### src/rtl/muldiv_pkg.sv
// Shared definitions for the multiply/divide unit: op codes, FSM states,
// default operand width and small op-decoding helpers.
package muldiv_pkg;

    localparam int DEFAULT_WIDTH = 32;

    typedef enum logic [1:0] {
        OP_MULT  = 2'b00,
        OP_MULTU = 2'b01,
        OP_DIV   = 2'b10,
        OP_DIVU  = 2'b11
    } op_e;

    typedef enum logic [1:0] {
        S_IDLE = 2'b00,
        S_CALC = 2'b01,
        S_FIX  = 2'b10,
        S_DONE = 2'b11
    } state_e;

    // Bit 1 of the op code selects divide, bit 0 selects unsigned.
    function automatic logic is_div_op(input op_e o);
        return o[1];
    endfunction

    function automatic logic is_signed_op(input op_e o);
        return ~o[0];
    endfunction

endpackage

### src/rtl/muldiv_step.sv
// One radix-2 iteration of the multiply/divide datapath.
// Multiply: acc = {partial product, remaining multiplier bits}; shift-add.
// Divide:   acc = {partial remainder, remaining dividend / quotient bits};
//           restoring shift-subtract, quotient bit enters at the LSB.
module muldiv_step
    import muldiv_pkg::*;
#(
    parameter int WIDTH = DEFAULT_WIDTH
) (
    input  logic                 is_div_i,
    input  logic [2*WIDTH-1:0]   acc_i,
    input  logic [WIDTH-1:0]     opnd_i,
    output logic [2*WIDTH-1:0]   acc_o
);

    logic [WIDTH:0] add_sum;
    logic [WIDTH:0] rem_sh;
    logic [WIDTH:0] diff;

    // Single add-or-subtract step; a borrow out of diff means restore.
    always_comb begin
        add_sum = {1'b0, acc_i[2*WIDTH-1:WIDTH]} + (acc_i[0] ? {1'b0, opnd_i} : '0);
        rem_sh  = {acc_i[2*WIDTH-1:WIDTH], acc_i[WIDTH-1]};
        diff    = rem_sh - {1'b0, opnd_i};
        acc_o   = {add_sum, acc_i[WIDTH-1:1]};
        if (is_div_i) begin
            if (!diff[WIDTH]) begin
                acc_o = {diff[WIDTH-1:0], acc_i[WIDTH-2:0], 1'b1};
            end else begin
                acc_o = {rem_sh[WIDTH-1:0], acc_i[WIDTH-2:0], 1'b0};
            end
        end
    end

endmodule

### src/rtl/muldiv_ctrl.sv
// Iterative MIPS-style HI/LO multiply/divide unit: FSM, iteration counter,
// operand/accumulator registers and the architectural HI/LO registers.
module muldiv_ctrl
    import muldiv_pkg::*;
#(
    parameter int WIDTH = DEFAULT_WIDTH
) (
    input  logic             clk,
    input  logic             rst_n,
    input  logic             start,
    input  logic [1:0]       op,
    input  logic [WIDTH-1:0] busC,
    input  logic [WIDTH-1:0] busB,
    input  logic             cancel,
    input  logic             hi_we,
    input  logic             lo_we,
    input  logic [WIDTH-1:0] wdata,
    output logic             busy,
    output logic             done,
    output logic             div_by_zero,
    output logic [WIDTH-1:0] hi,
    output logic [WIDTH-1:0] lo
);

    localparam int CNT_W = $clog2(WIDTH);
    localparam logic [CNT_W-1:0] CNT_LAST = CNT_W'(WIDTH - 1);

    // Two's-complement negate when the flag is set.
    function automatic logic [WIDTH-1:0] cond_neg(input logic neg, input logic [WIDTH-1:0] v);
        return neg ? (~v + 1'b1) : v;
    endfunction

    function automatic logic [2*WIDTH-1:0] cond_neg2(input logic neg, input logic [2*WIDTH-1:0] v);
        return neg ? (~v + 1'b1) : v;
    endfunction

    state_e             state_q, state_d;
    logic [CNT_W-1:0]   cnt_q, cnt_d;
    logic [WIDTH-1:0]   hi_q, hi_d, lo_q, lo_d;
    logic               dz_q, dz_d;

    op_e                op_q;
    logic [WIDTH-1:0]   opnd_q;
    logic [2*WIDTH-1:0] acc_q;
    logic               neg_q, neg_rem_q;

    op_e                op_in;
    logic               c_neg, b_neg, div_zero_in;
    logic [WIDTH-1:0]   c_mag, b_mag;
    logic [2*WIDTH-1:0] step_acc;
    logic [2*WIDTH-1:0] prod_fix;
    logic [WIDTH-1:0]   quo_fix, rem_fix;

    // Operand decode: magnitudes and sign flags for the signed ops.
    always_comb begin
        op_in       = op_e'(op);
        c_neg       = is_signed_op(op_in) & busC[WIDTH-1];
        b_neg       = is_signed_op(op_in) & busB[WIDTH-1];
        c_mag       = cond_neg(c_neg, busC);
        b_mag       = cond_neg(b_neg, busB);
        div_zero_in = is_div_op(op_in) && (busB == '0);
    end

    muldiv_step #(.WIDTH(WIDTH)) u_step (
        .is_div_i (is_div_op(op_q)),
        .acc_i    (acc_q),
        .opnd_i   (opnd_q),
        .acc_o    (step_acc)
    );

    // Sign correction of the finished magnitude result.
    always_comb begin
        prod_fix = cond_neg2(neg_q, acc_q);
        quo_fix  = cond_neg(neg_q, acc_q[WIDTH-1:0]);
        rem_fix  = cond_neg(neg_rem_q, acc_q[2*WIDTH-1:WIDTH]);
    end

    // Next-state, counter and HI/LO update; cancel overrides everything.
    always_comb begin
        state_d = state_q;
        cnt_d   = cnt_q;
        hi_d    = hi_q;
        lo_d    = lo_q;
        dz_d    = dz_q;
        if (cancel) begin
            state_d = S_IDLE;
        end else begin
            unique case (state_q)
                S_IDLE: begin
                    if (start) begin
                        if (div_zero_in) begin
                            state_d = S_DONE;
                            dz_d    = 1'b1;
                        end else begin
                            state_d = S_CALC;
                            cnt_d   = '0;
                            dz_d    = 1'b0;
                        end
                    end else begin
                        if (hi_we) hi_d = wdata;
                        if (lo_we) lo_d = wdata;
                    end
                end
                S_CALC: begin
                    cnt_d = cnt_q + 1'b1;
                    if (cnt_q == CNT_LAST) state_d = S_FIX;
                end
                S_FIX: begin
                    state_d = S_DONE;
                    if (is_div_op(op_q)) begin
                        hi_d = rem_fix;
                        lo_d = quo_fix;
                    end else begin
                        {hi_d, lo_d} = prod_fix;
                    end
                end
                S_DONE: begin
                    state_d = S_IDLE;
                end
                default: state_d = S_IDLE;
            endcase
        end
    end

    // Control and architectural state, asynchronously reset.
    always_ff @(posedge clk or negedge rst_n) begin
        if (!rst_n) begin
            state_q <= S_IDLE;
            cnt_q   <= '0;
            hi_q    <= '0;
            lo_q    <= '0;
            dz_q    <= 1'b0;
        end else begin
            state_q <= state_d;
            cnt_q   <= cnt_d;
            hi_q    <= hi_d;
            lo_q    <= lo_d;
            dz_q    <= dz_d;
        end
    end

    // Datapath registers: loaded on accepted start, stepped in CALC.
    always_ff @(posedge clk) begin
        if (state_q == S_IDLE && start) begin
            op_q      <= op_in;
            opnd_q    <= is_div_op(op_in) ? b_mag : c_mag;
            acc_q     <= {{WIDTH{1'b0}}, (is_div_op(op_in) ? c_mag : b_mag)};
            neg_q     <= c_neg ^ b_neg;
            neg_rem_q <= c_neg;
        end else if (state_q == S_CALC) begin
            acc_q <= step_acc;
        end
    end

    // Status outputs decoded from registered state.
    always_comb begin
        busy        = (state_q != S_IDLE);
        done        = (state_q == S_DONE);
        div_by_zero = (state_q == S_DONE) && dz_q;
        hi          = hi_q;
        lo          = lo_q;
    end

endmodule
### config.mk
export PLATFORM = sky130hd
export DESIGN_NAME = muldiv_ctrl
export DESIGN_NICKNAME = d
export VERILOG_FILES = /design/src/rtl/muldiv_pkg.sv /design/src/rtl/muldiv_step.sv /design/src/rtl/muldiv_ctrl.sv
export SDC_FILE = /design/constraint.sdc
export NUM_CORES = 1
export LEC_CHECK = 0
export ABC_AREA = 1
export BUFFER_PORTS_ARGS = -buffer_cell sky130_fd_sc_hd__buf_4
export CAP_MARGIN = 20
export CORE_UTILIZATION = 25
export DETAILED_ROUTE_END_ITERATION = 7
export GPL_TIMING_DRIVEN = 0
export HOLD_SLACK_MARGIN = 0.05
export MAX_ROUTING_LAYER = met4
export SYNTH_ARGS = -nofsm -noshare
export SYNTH_HDL_FRONTEND = slang
export SYNTH_SLANG_ARGS = --single-unit
### constraint.sdc
create_clock -name clk -period 3.73 [get_ports clk]
set_input_delay 0.373 -clock clk [delete_from_list [all_inputs] [get_ports clk]]
set_output_delay 0.373 -clock clk [all_outputs]
set_load 0.01 [all_outputs]
**Word level (Yosys, flattened, before mapping)**

Index checks and enable logic that the tools add are counted.

- Input bits: 104
- Logic and storage cells: 83
- Output and inout bits: 67
- Flip-flop bits (word level): 172

- Bitwise gates (word level): 10
- Multiplexer cells: 29
- Equal/unequal tests: 11
- Add/subtract/negate cells: 8
- Reduce and logical (&&, ||, !) cells: 14

Operators with widths:

| cell | number |
|---|---|
| 32-bit two-way mux | 15 |
| 64-bit two-way mux | 3 |
| 32-bit by 1-bit adder with 32-bit output, second input constant | 4 |
| 32-bit NOT | 4 |
| 32-bit case mux with 2 select lines | 2 |
| 64-bit by 1-bit adder with 64-bit output, second input constant | 1 |
| 64-bit NOT | 1 |
| 32-bit by 32-bit adder with 33-bit output | 1 |
| 33-bit by 32-bit subtractor with 33-bit output | 1 |
| 32-bit zero test | 1 |
| 4-bit AND reduction | 3 |
| 5-bit two-way mux | 2 |
| 2-bit != test, second input constant | 5 |
| 5-bit case mux with 2 select lines | 1 |
| 2-bit two-way mux | 4 |
| 2-bit case mux with 4 select lines | 1 |
| 2-bit nonzero test | 4 |
| 3-bit != test, second input constant | 2 |
| 5-bit by 1-bit adder with 5-bit output, second input constant | 1 |
| 5-bit == test, second input constant | 1 |
| 2-bit == test, second input constant | 2 |
| 1-bit logical AND | 3 |
| 3-bit AND reduction | 1 |
| 1-bit AND | 2 |
| 6 further kinds | 7 |

**Depth between registers and ports, before layout**

- Word-level depth: 6
- Mapped depth: 19
- Gate-level depth less buffers: 18

**Modules after synthesis**

A second synthesis with hierarchy kept.

- Cells, all modules: 3,097
- Area, all modules: 18,480.2 um2

By module, submodules not included:

| module | times used | sequential area each (um2) | area each (um2) | cells each |
|---|---|---|---|---|
| muldiv_ctrl | 1 | 4,454.3 | 12,124.1 | 1,789 |
| muldiv_step | 1 | 0.0 | 6,356.1 | 1,308 |

**Worst setup path before layout**

Ideal clock, no wire load.

- Kind: register -> register
- From: register state_q[0]
- To: register acc_q[2], data pin
- Buffers on the path: 1
- Arrival time: 2.263 ns
- Setup time: 0.315 ns
- Setup slack: 1.151 ns
- Period minus slack after synthesis: 2.579 ns
- Data required time: 3.415 ns
- Cell stages (with the launch flop): 7
- Path through: dfrtp_1 -> inv_1 -> ha_1 -> nand2_1 -> inv_2 -> clkbuf_1 -> a31oi_1

- Cells in the longest elaborated chain, start to end: 3

Ends and longest elaborated chain:

| item | line | RTL |
|---|---|---|
| start: declaration | muldiv_ctrl.sv:37 | `state_e state_q, state_d;` |
| start signal: assignment | muldiv_ctrl.sv:134 | `state_q <= state_d;` |
| 2-bit zero test | muldiv_ctrl.sv:144 | `if (state_q == S_IDLE && start) begin` |
| 1-bit logical AND | muldiv_ctrl.sv:144 |  |
| 32-bit two-way mux | muldiv_ctrl.sv:144 |  |
| end signal: assignment | muldiv_ctrl.sv:147 | `acc_q <= {{WIDTH{1'b0}}, (is_div_op(op_in) ? c_mag : b_mag)};` |
| end signal: assignment | muldiv_ctrl.sv:151 | `acc_q <= step_acc;` |
| end: declaration | muldiv_ctrl.sv:44 | `logic [2*WIDTH-1:0] acc_q;` |

No other way between the ends.
A chain may end at the register's enable or synchronous reset.

**Worst setup path in the final report**

- From: register acc_q[0]
- To: register acc_q[63]

- Cells in the longest elaborated chain, start to end: 3

Ends and longest elaborated chain:

| item | line | RTL |
|---|---|---|
| 32-bit two-way mux | muldiv_step.sv:22 | `add_sum = {1'b0, acc_i[2*WIDTH-1:WIDTH]} + (acc_i[0] ? {1'b0, opnd_i} : '0);` |
| 32-bit by 32-bit adder with 33-bit output | muldiv_step.sv:22 |  |
| 64-bit two-way mux | muldiv_step.sv:26 | `if (is_div_i) begin` |

No other way between the ends.

==> flow_summary.json <==
{
  "clock-root-buffer": "clkbuf_16",
  "dp_slack_ns": 0.1861,
  "drive_gt1_share_pct": 8.343,
  "stdcell_count": 4330,
  "fin_area_um2": 21420,
  "grt_pass1_vias": 19390,
  "synth.area.top_cells": "nand2_1, edfxtp_1, inv_1",
  "required_ns": 4.15,
  "area_delta_synth_final_pct": 16.94,
  "synth.lib_cells_used.distinct": 48,
  "ioPinCount": 171,
  "post-route-period-util_pct": 91.24,
  "grtUsageTotal_pct": 23.20,
  "cts_buffers": 17,
  "power_density_nw_per_um2": 725.1,
  "cpPeakStageDelay_ns": 0.62,
  "drv_slew": 0,
  "fp.dieArea_um2": 74370,
  "drt_iter0_drc": 2256,
  "hpwl_um": 72060,
  "drc": 0,
  "grt-ovfl-total": 0,
  "row_count": 98,
  "synth_top_area_cell": "nand2_1",
  "synth-seq-area-share_pct": 24.31,
  "slew_headroom_pct": 34.95,
  "outcome": "finished clean",
  "worst_pin_slew_ns": 0.9757,
  "fmax_ghz": 0.2938,
  "routed_via_density": 4.969,
  "cp.arrival_ns": 3.82,
  "yosys_register_bits": 171,
  "cts_tree": "done",
  "rsz0062_at_grt": "no",
  "synthCells": 3176,
  "syn_nets": 3356,
  "worst_setup_path_end_kind": "flip-flop",
  "start_util_pct": 25.45,
  "crit_top_cell": "nand2_1",
  "hold_viol": 0,
  "ys_async_sr_fraction_pct": 42.11,
  "placed_cell_area_um2": 20840,
  "yosys_warnings": 0,
  "cts.sinks": 171,
  "dp.cells": 4298,
  "crit_slowest_cell": "clkbuf_1",
  "nFillCells": 8219,
  "post_cts_buffers": 0,
  "skew_ns": 0.009422,
  "cap_violations": 0,
  "worstPathMaxFanout": 10,
  "cts_buffer_depth": 2,
  "grt_antenna_before_repair": 0,
  "syn_avg_cell_area_um2": 5.768,
  "wl_um": 85630,
  "die_w_um": 272.7,
  "p_leak_nw": 10.81,
  "synthFlopType": "dfrtp_1",
  "wl_per_cell_um": 19.77,
  "core_area_um2": 71980,
  "ir_worst_vdd_mv": 0.4102,
  "synth_area_um2": 18320,
  "yosysTopAreaCellShare_pct": 20.51,
  "vias": 21520,
  "hold_ws_ns": 0.01253,
  "grt_max_degree": 73,
  "gp_congestion": 1.022,
  "setup_viol": 0,
  "clk_transition_reported_paths_ns": 0.07,
  "r2r_end": "acc_q[63]",
  "r2r-start": "acc_q[0]",
  "seq_area_um2": 4454,
  "multi_input_comb_area_um2": 11570,
  "worstRegToRegCells": 17,
  "period_needed_ns": 3.403,
  "path_cells": "buf_2 -> clkbuf_1 -> nand2_1 -> inv_1 -> fa_1 -> nand2_1 -> o21ai_1 -> nand2_1 -> nand2_1 -> nand2_1 -> nand3_1 -> nand3_1 -> nand2_1 -> nand2_1 -> nand2_1 -> nor2_1 -> nor2_1",
  "crit_type": "reg2reg",
  "grt_pass1_wl_um": 124600,
  "io_buffers": 170,
  "rrSetupSlack_ns": 0.33,
  "postRouteAntennaNets": 0,
  "worstSetupStartpointType": "flip-flop",
  "min_path_type": "in2async",
  "htree_levels": 4,
  "synth_edf_count": 67,
  "nets": 3547,
  "die_h_um": 272.7,
  "antenna_cells": 0,
  "insertion_delay_ns": 0.48,
  "drtPass1Iterations": 6,
  "fin_ws_ns": 0.3268
}
==> metrics by stage <==
stage | setup TNS (ns) | power [W] | utilization [%]
3_3_place_gp | -0.06254 | 0.01350 | 28.88
6_report | 0 | 0.01553 | 29.76
4_1_cts | 0 | 0.01539 | 29.76
2_1_floorplan | 0 | 0.009604 | -
5_1_grt | 0 | 0.01669 | 29.76
3_5_place_dp | 0 | 0.01354 | 28.96
==> cell families (layout without fill, tap and decap cells) <==
logic type      count (synthesis)  after routing  synth area share [%]
simple gates                 1772           1772                 40.38
fa+ha+maj                      76             76                 5.273
mux                             1              1               0.06146
flops                         171            171                 24.31
buf+inv                       595            799                 12.53
xor+xnor                       63             63                 3.012
compound gates                498            498                 14.42
==> placed cells by master, fill, tap and decap left out, types with 14 or more instances in the layout <==
| cell | Yosys | layout |
|---|---|---|
| nand3_1 | 300 | 300 |
| o211ai_1 | 15 | 15 |
| clkbuf_16 | 0 | 18 |
| buf_1 | 14 | 14 |
| a31oi_1 | 22 | 22 |
| ha_1 | 74 | 74 |
| inv_1 | 482 | 482 |
| edfxtp_1 | 67 | 67 |
| o21ai_0 | 172 | 171 |
| xor2_1 | 57 | 57 |
| dfxtp_1 | 32 | 32 |
| nor3_1 | 27 | 27 |
| dfrtp_1 | 72 | 72 |
| clkbuf_1 | 69 | 69 |
| nand2_1 | 1001 | 1001 |
| a21oi_1 | 257 | 257 |
| buf_4 | 0 | 170 |
| nand4_1 | 38 | 38 |
| nor2_1 | 342 | 342 |
| nand2_2 | 15 | 15 |
==> power breakdown <==
part | internal (W) | total [W] | switching [W] | leakage [nW]
sequential | 0.00286 | 0.00392 | 0.00106 | 1.72
clock | 0.000947 | 0.00182 | 0.000877 | 0.286
combinational | 0.00313 | 0.00979 | 0.00666 | 8.80
total | 0.00694 | 0.0155 | 0.00859 | 10.8
==> sequential cells by signal (all words and copies together), names as in the netlist <==
register and flops:
neg_q 1, state_q 2, op_q 1, acc_q 64, opnd_q 32, dz_q 1, neg_rem_q 1, lo 32
hi 32, cnt_q 5
==> worst max-delay path: cells and delay by family, from the launching register on <==
kind / cells / cell delay (ns)
AOI/OAI and AO/OA: 1 / 0.47
DFF: 1 / 0.32
and+or+nand+nor: 12 / 1.33
adders and majority gates: 1 / 0.23
buffers and inverters: 3 / 1.00
==> layer usage <==
metal  wire length [um]  share of wire, %  global-route usage [%]  up-vias
li1                   -                 -                       -    10520
met1              38200                45                   30.76     9901
met2              38680                45                   36.39      940
met3               5673               6.6                   2.706      152
met4               3069               3.6                   7.836        0
met5                  0                 0                       -        -
==> cell usage after synthesis (32+ instances only) <==
library cell,instances
dfrtp_1,72
nand2_1,1001
dfxtp_1,32
nand3_1,300
nor2_1,342
clkbuf_1,69
ha_1,74
nand4_1,38
edfxtp_1,67
inv_1,482
xor2_1,57
o21ai_0,172
a21oi_1,257
==> final cells by class <==
class | count | area share, %
Tap cell | 950 | 5.548
Inverter | 494 | 8.656
Timing Repair Buffer | 172 | 6.214
Clock inverter | 11 | 0.4672
Sequential cell | 171 | 20.79
Multi-Input combinational cell | 2410 | 54.01
Buffer | 101 | 2.068
Clock buffer | 21 | 2.249
==> worst max path at each step <==
stage                     from         to  slack [ns]  depth (start not counted)
floorplan           state_q[0]   acc_q[2]        1.15                          6
global placement    state_q[0]  acc_q[27]       -0.05                          7
global route          acc_q[0]  acc_q[59]        0.14                         15
CTS                   acc_q[0]  acc_q[63]        0.17                         17
detailed placement    acc_q[0]  acc_q[63]        0.19                         17
finish                acc_q[0]  acc_q[63]        0.33                         17
==> repair_timing <==
| action | 4_1_cts | 5_1_grt |
|---|---|---|
| endpoints found under the setup margin | 0 | 2 |
| hold buffers | 0 | 0 |
| resized for setup | 0 | 1 |
Note: power is estimated with default switching activity, not from simulation.
